==> src/rtl/instr_fetch_pkg.sv <==
// Shared definitions for the instruction fetch unit: FSM state encoding,
// instruction field positions, PC step and the default reset address.
package instr_fetch_pkg;

  typedef enum logic [1:0] {
    ST_FETCH = 2'd0,
    ST_WAIT  = 2'd1,
    ST_HOLD  = 2'd2
  } fetch_state_e;

  localparam int          OPCODE_MSB       = 15;
  localparam int          OPCODE_LSB       = 12;
  localparam logic [15:0] PC_STEP          = 16'd2;
  localparam logic [15:0] RESET_PC_DEFAULT = 16'h0000;

  // Instruction addresses are halfword aligned; bit 0 is always cleared.
  function automatic logic [15:0] align_pc(input logic [15:0] addr);
    return addr & 16'hFFFE;
  endfunction

endpackage

==> src/rtl/ifetch_buf.sv <==
// One-entry prefetch buffer (instruction word plus its address) with a
// valid flag and a flush input. Only built when IFETCH_PREFETCH_EN is defined.
`ifdef IFETCH_PREFETCH_EN
module ifetch_buf (
  input  logic        clk,
  input  logic        reset,
  input  logic        flush,
  input  logic        wr_en,
  input  logic        rd_en,
  input  logic [15:0] wr_data,
  input  logic [15:0] wr_pc,
  output logic        valid,
  output logic [15:0] data,
  output logic [15:0] pc
);

  logic        valid_r;
  logic [15:0] data_r;
  logic [15:0] pc_r;

  // Storage register: flush beats write, write beats read.
  always_ff @(posedge clk) begin
    if (reset) begin
      valid_r <= 1'b0;
      data_r  <= 16'h0000;
      pc_r    <= 16'h0000;
    end else if (flush) begin
      valid_r <= 1'b0;
    end else if (wr_en) begin
      valid_r <= 1'b1;
      data_r  <= wr_data;
      pc_r    <= wr_pc;
    end else if (rd_en) begin
      valid_r <= 1'b0;
    end else begin
      valid_r <= valid_r;
    end
  end

  assign valid = valid_r;
  assign data  = data_r;
  assign pc    = pc_r;

endmodule
`endif

==> src/rtl/instr_fetch.sv <==
// Instruction fetch unit: FETCH/WAIT/HOLD sequencer with a single outstanding
// memory request, branch redirect with response squashing, and a held
// instruction presented to decode under a valid/ready handshake.
// Optional prefetching of pc+2 into a one-entry buffer is selected by the
// macro IFETCH_PREFETCH_EN (default build: no prefetch).
module instr_fetch
  import instr_fetch_pkg::*;
#(
  parameter logic [15:0] RESET_PC = RESET_PC_DEFAULT
) (
  input  logic        clk,
  input  logic        reset,
  output logic        imem_req,
  output logic [15:0] imem_addr,
  input  logic        imem_rvalid,
  input  logic [15:0] imem_rdata,
  input  logic        branch_taken,
  input  logic [15:0] branch_target,
  output logic        inst_valid,
  input  logic        inst_ready,
  output logic [15:0] inst,
  output logic [3:0]  opcode,
  output logic [15:0] inst_pc
);

  fetch_state_e state_r, state_s;
  logic [15:0]  pc_r, pc_s;
  logic [15:0]  inst_r, inst_s;
  logic [15:0]  inst_pc_r, inst_pc_s;
  logic         inst_valid_r, inst_valid_s;
  logic         squash_r, squash_s;   // in WAIT: the pending response belongs to a redirected path

`ifdef IFETCH_PREFETCH_EN
  logic         pf_issue_r, pf_issue_s;  // prefetch request goes out this cycle
  logic         pf_pend_r, pf_pend_s;    // prefetch response still owed by memory
  logic         pf_rsp_s;
  logic         buf_wr_s, buf_rd_s, buf_flush_s;
  logic         buf_valid_s;
  logic [15:0]  buf_data_s, buf_pc_s;
  logic [15:0]  pc_next_s;

  assign pc_next_s = pc_r + PC_STEP;
  assign pf_rsp_s  = imem_rvalid && pf_pend_r && !pf_issue_r;

  ifetch_buf u_buf (
    .clk     (clk),
    .reset   (reset),
    .flush   (buf_flush_s),
    .wr_en   (buf_wr_s),
    .rd_en   (buf_rd_s),
    .wr_data (imem_rdata),
    .wr_pc   (pc_next_s),
    .valid   (buf_valid_s),
    .data    (buf_data_s),
    .pc      (buf_pc_s)
  );

  assign imem_req  = ((state_r == ST_FETCH) || pf_issue_r) && !reset;
  assign imem_addr = pf_issue_r ? pc_next_s : pc_r;
`else
  assign imem_req  = (state_r == ST_FETCH) && !reset;
  assign imem_addr = pc_r;
`endif

  assign inst_valid = inst_valid_r;
  assign inst       = inst_r;
  assign opcode     = inst_r[OPCODE_MSB:OPCODE_LSB];
  assign inst_pc    = inst_pc_r;

  // Next-state and next-register computation; branch redirect has priority.
  always_comb begin
    state_s      = state_r;
    pc_s         = pc_r;
    inst_s       = inst_r;
    inst_pc_s    = inst_pc_r;
    inst_valid_s = inst_valid_r;
    squash_s     = squash_r;
`ifdef IFETCH_PREFETCH_EN
    pf_issue_s   = 1'b0;
    pf_pend_s    = pf_pend_r;
    buf_wr_s     = 1'b0;
    buf_rd_s     = 1'b0;
    buf_flush_s  = 1'b0;
`endif
    case (state_r)
      ST_FETCH: begin
        // The request leaves this cycle regardless; a redirect here must
        // therefore wait out its response as a squashed one.
        state_s = ST_WAIT;
        if (branch_taken) begin
          pc_s     = align_pc(branch_target);
          squash_s = 1'b1;
        end else begin
          squash_s = 1'b0;
        end
      end
      ST_WAIT: begin
        if (imem_rvalid) begin
          if (branch_taken || squash_r) begin
            squash_s = 1'b0;
            state_s  = ST_FETCH;
            if (branch_taken) begin
              pc_s = align_pc(branch_target);
            end else begin
              pc_s = pc_r;
            end
          end else begin
            inst_s       = imem_rdata;
            inst_pc_s    = pc_r;
            inst_valid_s = 1'b1;
            state_s      = ST_HOLD;
`ifdef IFETCH_PREFETCH_EN
            pf_issue_s   = 1'b1;
            pf_pend_s    = 1'b1;
`endif
          end
        end else if (branch_taken) begin
          pc_s     = align_pc(branch_target);
          squash_s = 1'b1;
        end else begin
          state_s = ST_WAIT;
        end
      end
      ST_HOLD: begin
`ifdef IFETCH_PREFETCH_EN
        if (branch_taken) begin
          pc_s         = align_pc(branch_target);
          inst_valid_s = 1'b0;
          buf_flush_s  = 1'b1;
          pf_pend_s    = 1'b0;
          if (pf_pend_r && !pf_rsp_s) begin
            squash_s = 1'b1;
            state_s  = ST_WAIT;
          end else begin
            state_s = ST_FETCH;
          end
        end else if (inst_valid_r && inst_ready) begin
          pc_s = pc_next_s;
          if (buf_valid_s) begin
            inst_s     = buf_data_s;
            inst_pc_s  = buf_pc_s;
            buf_rd_s   = 1'b1;
            pf_issue_s = 1'b1;
            pf_pend_s  = 1'b1;
          end else if (pf_rsp_s) begin
            inst_s     = imem_rdata;
            inst_pc_s  = pc_next_s;
            pf_issue_s = 1'b1;
            pf_pend_s  = 1'b1;
          end else if (pf_pend_r) begin
            // Prefetch of the next word is already in flight: just wait for it.
            inst_valid_s = 1'b0;
            pf_pend_s    = 1'b0;
            state_s      = ST_WAIT;
          end else begin
            inst_valid_s = 1'b0;
            state_s      = ST_FETCH;
          end
        end else if (pf_rsp_s) begin
          buf_wr_s  = 1'b1;
          pf_pend_s = 1'b0;
        end else begin
          state_s = ST_HOLD;
        end
`else
        if (branch_taken) begin
          pc_s         = align_pc(branch_target);
          inst_valid_s = 1'b0;
          state_s      = ST_FETCH;
        end else if (inst_valid_r && inst_ready) begin
          pc_s         = pc_r + PC_STEP;
          inst_valid_s = 1'b0;
          state_s      = ST_FETCH;
        end else begin
          state_s = ST_HOLD;
        end
`endif
      end
      default: begin
        state_s      = ST_FETCH;
        inst_valid_s = 1'b0;
        squash_s     = 1'b0;
      end
    endcase
  end

  // State and datapath registers with synchronous reset.
  always_ff @(posedge clk) begin
    if (reset) begin
      state_r      <= ST_FETCH;
      pc_r         <= align_pc(RESET_PC);
      inst_r       <= 16'h0000;
      inst_pc_r    <= 16'h0000;
      inst_valid_r <= 1'b0;
      squash_r     <= 1'b0;
`ifdef IFETCH_PREFETCH_EN
      pf_issue_r   <= 1'b0;
      pf_pend_r    <= 1'b0;
`endif
    end else begin
      state_r      <= state_s;
      pc_r         <= pc_s;
      inst_r       <= inst_s;
      inst_pc_r    <= inst_pc_s;
      inst_valid_r <= inst_valid_s;
      squash_r     <= squash_s;
`ifdef IFETCH_PREFETCH_EN
      pf_issue_r   <= pf_issue_s;
      pf_pend_r    <= pf_pend_s;
`endif
    end
  end

endmodule

==> config.mk <==
export PLATFORM = sky130hd
export DESIGN_NAME = instr_fetch
export DESIGN_NICKNAME = d
export VERILOG_FILES = /design/src/rtl/instr_fetch_pkg.sv /design/src/rtl/ifetch_buf.sv /design/src/rtl/instr_fetch.sv
export SDC_FILE = /design/constraint.sdc
export NUM_CORES = 1
export LEC_CHECK = 0
export BUFFER_PORTS_ARGS = -buffer_cell sky130_fd_sc_hd__buf_2
export CELL_PAD_IN_SITES_DETAIL_PLACEMENT = 2
export CELL_PAD_IN_SITES_GLOBAL_PLACEMENT = 2
export CORE_AREA = 3 3 90 109
export DETAILED_ROUTE_END_ITERATION = 12
export DIE_AREA = 0 0 93 112
export PLACE_DENSITY = 0.78
export SETUP_SLACK_MARGIN = 0.1
export SYNTH_ARGS = -nofsm -noshare
export SYNTH_HDL_FRONTEND = slang
export SYNTH_HIERARCHICAL = 1
export SYNTH_SLANG_ARGS = --single-unit
==> constraint.sdc <==
create_clock -name clk -period 2.3 [get_ports clk]
set_clock_uncertainty 0.2 [all_clocks]
set_input_delay 0.23 -clock clk [delete_from_list [all_inputs] [get_ports clk]]
set_output_delay 0.23 -clock clk [all_outputs]
set_load 0.05 [all_outputs]
**After elaboration in Yosys (flattened, before gate mapping)**

Cells that the tools add are included.

- Bits of input ports: 37
- Register bits after elaboration: 52
- Logic and storage cells: 50
- Output and inout bits: 54

- Bitwise operators: 3
- Muxes and demuxes: 22
- Equal/unequal tests: 8
- $add $sub $neg: 1
- Reduce and logical (&&, ||, !) cells: 10

Operators by type and width:

| kind | count |
|---|---|
| 2-to-1 mux 16 bit | 5 |
| case mux 16 bit (3 select lines) | 1 |
| adder 16 x 2 -> 16 bit, second input constant | 1 |
| inequality test 3 bit, second input constant | 4 |
| 2-to-1 mux 2 bit | 5 |
| AND reduction 3 bit | 3 |
| 2-to-1 mux 1 bit | 8 |
| case mux 1 bit (3 select lines) | 2 |
| case mux 2 bit (3 select lines) | 1 |
| inequality test 2 bit, second input constant | 2 |
| AND reduction 4 bit | 1 |
| NOT 1 bit | 3 |
| nonzero test 3 bit | 1 |
| equality test 2 x 1 -> 1 bit, second input constant | 1 |
| equality test 2 bit, second input constant | 1 |
| logical AND 1 bit | 2 |
| zero test 2 bit | 1 |
| zero test 1 bit | 1 |
| logical OR 1 bit | 1 |

**Logic depth before layout (Yosys ltp)**

- Depth in word-level cells: 4
- Depth in mapped cells: 7
- Depth with buffers taken out: 5

**Worst setup path after synthesis**

No wires, ideal clock.

- Kind: register -> output
- Start: reg state_r[1]
- End: out imem_req
- Setup slack: 0.172 ns
- Required time: 1.870 ns
- Data arrival time: 1.698 ns
- Cell stages (with the launch flop): 4
- Path buffers: 2
- Cells stage by stage: dfxtp_1 -> buf_4 -> clkbuf_1 -> nor3_1

- Word-level cells in the longest chain between the ends: 2

RTL lines:

| element | RTL line | text |
|---|---|---|
| start: declaration | instr_fetch.sv:26 | `fetch_state_e state_r, state_s;` |
| start signal: assignment | instr_fetch.sv:201 | `state_r <= state_s;` |
| zero test 2 bit | instr_fetch.sv:61 | `assign imem_req = (state_r == ST_FETCH) && !reset;` |
| logical AND 1 bit | instr_fetch.sv:61 |  |
| end: declaration | instr_fetch.sv:13 | `output logic imem_req,` |

Every way passes these cells.

**Worst setup path after layout**

- Start: reg state_r[1]
- End: reg pc_r[14], in the netlist imem_addr[14]

- Word-level cells in the longest chain between the ends: 3
- Elaborated cells between the ends (all ways): 8
- Classes of those cells: 4 x eq/ne; 1 x mux; 3 x reduce/logical

RTL lines:

| element | RTL line | text |
|---|---|---|
| equality test 2 bit (tied with other cells) | instr_fetch.sv:85 | `case (state_r)` |
| inequality test 3 bit (no source line) or nonzero test 3 bit (tied branches) | - |  |
| AND reduction 3 bit (no source line) | - |  |
| end signal: assignment | instr_fetch.sv:191 | `pc_r <= align_pc(RESET_PC);` |
| end signal: assignment | instr_fetch.sv:202 | `pc_r <= pc_s;` |
| end: declaration | instr_fetch.sv:27 | `logic [15:0] pc_r, pc_s;` |

Several ways; a longest one is shown, not always the timed one.
A chain may end at the register's enable or synchronous reset.

==> flow_summary.toml <==
[run_status]
status = "finished clean"

[setup_path]
startpoint = "state_r[1]$_SDFFE_PP0P_"
cp.required_ns = 2.33
cp-start-kind = "flip-flop"
worstSetupEndpointType = "flip-flop"
critPathMaxStageDelay_ns = 0.53
crit_end = "imem_addr[14]$_SDFFE_PP0P_"
rr_startpoint = "state_r[1]$_SDFFE_PP0P_"
arrival_ns = 2.04
worstPathCellList = "or3b_1 -> a2111oi_0 -> mux2i_1 -> a31oi_1"
r2r_cells = 4
r2r-end = "imem_addr[14]$_SDFFE_PP0P_"
critical_path_class = "flip-flop to flip-flop"
crit_path_max_fanout = 9
r2r_setup_slack_ns = 0.29
cp_slowest_cell = "a2111oi_0"

[floorplan]
start_util_pct = 25.48
die-area_mm2 = 0.01042
core_area_mm2 = 0.008939
fp.dieW_um = 93
io_pins = 91
die_h_um = 112
rows = 38

[grt]
grt_util_met2_pct = 32.72
use_met3_pct = 2.365
grt_pass1_vias = 2736
grt_overflow = 0
grt_max_degree = 32
grt_most_used_layer = "met2"
antenna_found_initial = 0
grt_pass1_wl_mm = 14.02
grt_util_all_layers_pct = 16.73
gr-usage-met1_pct = 18.36

[timing]
fmax_mhz = 497.8
rsz0062_at_grt = "false"
setup_violations = 0
max_slew_margin_pct = 65.39
period_share_pct = 87.34
hold_viol = 0
slew_violations = 0
fin_crit_ns = 2.009
worst_pin_slew_ns = 0.5192
setup-tns-final_ns = 0

[synthesis]
yosysUniqueCellTypes = 43
synth_area_mm2 = 0.002277
syn_avg_cell_area_um2 = 7.719
yosys_warnings = 6
yosysTopAreaCellShare_pct = 43.96
seq_area_frac_synth_pct = 43.96
ys_ff_latch = 50
synth_area_leaders = "dfxtp_1, nand2_1, a21oi_1"
syn-instance-count = 295
synth_largest_area_cell = "dfxtp_1"

[layout]
num-nets-final = 434
stdcell_area_mm2 = 0.003149
layout_commonest_cell = "buf_2"
diodes = 0
layout_common_cells = "buf_2, nand2_1, dfxtp_1"
drive_gt1_share_pct = 27.96
area_growth_pct = 38.30
fillCellCount = 1080

[route]
remaining_drc_errors = 0
first_pass_iters = 4
ant_nets = 0
drt-total-wl_mm = 8.489
first_iter_violations = 77
detail_route.wl_per_cell_um = 16.42
vias_per_cell = 4.909
vias = 2538

[pwr]
ir_drop_uv = 240.8
powerDensity_mw_per_mm2 = 593.7
total_leakage_power_nw = 1.324
p_total_mw = 1.870

[clock_network]
htree_levels = 2
cts.path.max_buffers = 2
cts_tree = "yes"
path_clk_slew_ns = 0.10
cts_setup_buffers = 0
cts.sinks = 50
root_buffer = "clkbuf_8"
numCtsBuffers = 5
clkLatencyLatePin_ns = 0.31

[hold_path]
hp-class = "primary input to flip-flop"

[run]
cap_violations = 0

[placed_design]
gp_congestion = 0.7650
io_buffers = 87
place_hpwl_mm = 5.977
dpl-instance-area_mm2 = 0.002824
worst min-delay path by stage:
stage                         start                    endpoint  cells after the start
2_1_floorplan           imem_rvalid     state_r[0]$_SDFFE_PP0P_                      1
3_3_place_gp   inst[0]$_SDFFE_PP0P_        inst[0]$_SDFFE_PP0P_                      2
3_5_place_dp   inst[5]$_SDFFE_PP0P_        inst[5]$_SDFFE_PP0P_                      2
4_1_cts           branch_target[12]  imem_addr[12]$_SDFFE_PP0P_                      3
5_1_grt           branch_target[12]  imem_addr[12]$_SDFFE_PP0P_                      3
6_report           branch_target[4]   imem_addr[4]$_SDFFE_PP0P_                      3
layout make-up:
class | instances | area, µm² | share of cell area [%]
sequential | 50 | 1001 | 31.78
multi-input combinational | 214 | 1132 | 35.96
clock buffer | 7 | 96.34 | 3.059
tap | 120 | 150.1 | 4.768
inverter | 4 | 15.01 | 0.4768
clock inverter | 1 | 8.758 | 0.2781
timing repair buffer | 121 | 745.7 | 23.68
cell families (layout without fill, tap and decap cells):
logic type / Yosys count / count (layout) / synth area share [%]
adders and majority gates: 1 / 1 / 0.5494
muxes: 5 / 5 / 2.253
DFF: 50 / 50 / 43.96
and+or+nand+nor: 122 / 122 / 24.73
other: 1 / 2 / 0.1647
buffers and inverters: 32 / 133 / 6.483
AOI/OAI and AO/OA: 84 / 84 / 21.87
cells in the mapped netlist, drive strengths merged:
cell / count
nand2: 76
dfxtp: 50
a21oi: 45
clkbuf: 19
o21ai: 12
nand3: 10
buf: 9
a31oi: 7
a211oi: 5
nand4: 5
nor2: 5
and2: 4
and4: 4
inv: 4
mux2i: 4
nor3: 4
a21o: 3
a311oi: 3
nand2b: 3
a2111oi: 2
and3: 2
nor3b: 2
o32ai: 2
or3b: 2
a2111o: 1
a221oi: 1
conb: 1
ha: 1
mux2: 1
nor2b: 1
nor4: 1
nor4b: 1
o221ai: 1
o22ai: 1
o31a: 1
or2: 1
or3: 1
sequential cells by signal, summed over array words and instances (netlist names):
| name | flops |
|---|---|
| imem_addr | 15 |
| inst_pc | 15 |
| squash_r | 1 |
| state_r | 2 |
| inst_valid | 1 |
| inst | 16 |
routing by layer:
metal  part of all wire, %  vias up
met5                     0        -
met1                    40     1249
met2                    55       54
li1                      -     1228
met3                   3.4        7
met4                   1.4        0
stage by stage:
step           hold slack, ns  utilization [%]  std cells  setup slack, ns
5_1_grt               0.02846            35.23        517           0.1303
4_1_cts              0.002374            35.12        516           0.2360
3_3_place_gp           0.2378            31.59        487           0.3485
2_1_floorplan          0.1338                -        296           0.1720
3_5_place_dp           0.2466            31.59        487           0.2993
6_report              0.01190            35.23        517           0.2911
what timing repair did:
item / 4_1_cts / 5_1_grt
hold buffers: 21 / 1
endpoints found under the hold margin: 21 / 1
resized for setup: 0 / 0
worst max-delay path: cells and delay by family, from the launching register on:
| family | cells | cell delay, ns |
|---|---|---|
| multiplexers | 1 | 0.16 |
| AND/OR/NAND/NOR | 1 | 0.51 |
| flip-flops | 1 | 0.37 |
| AO/OA/AOI/OAI | 2 | 0.70 |
report_power, final:
group | switching, mW | internal [mW] | leakage, nW
sequential | 0.0415 | 0.898 | 0.408
clock | 0.305 | 0.276 | 0.0544
combinational | 0.236 | 0.113 | 0.862
total | 0.582 | 1.29 | 1.32
Note: power is estimated with default switching activity, not from simulation.
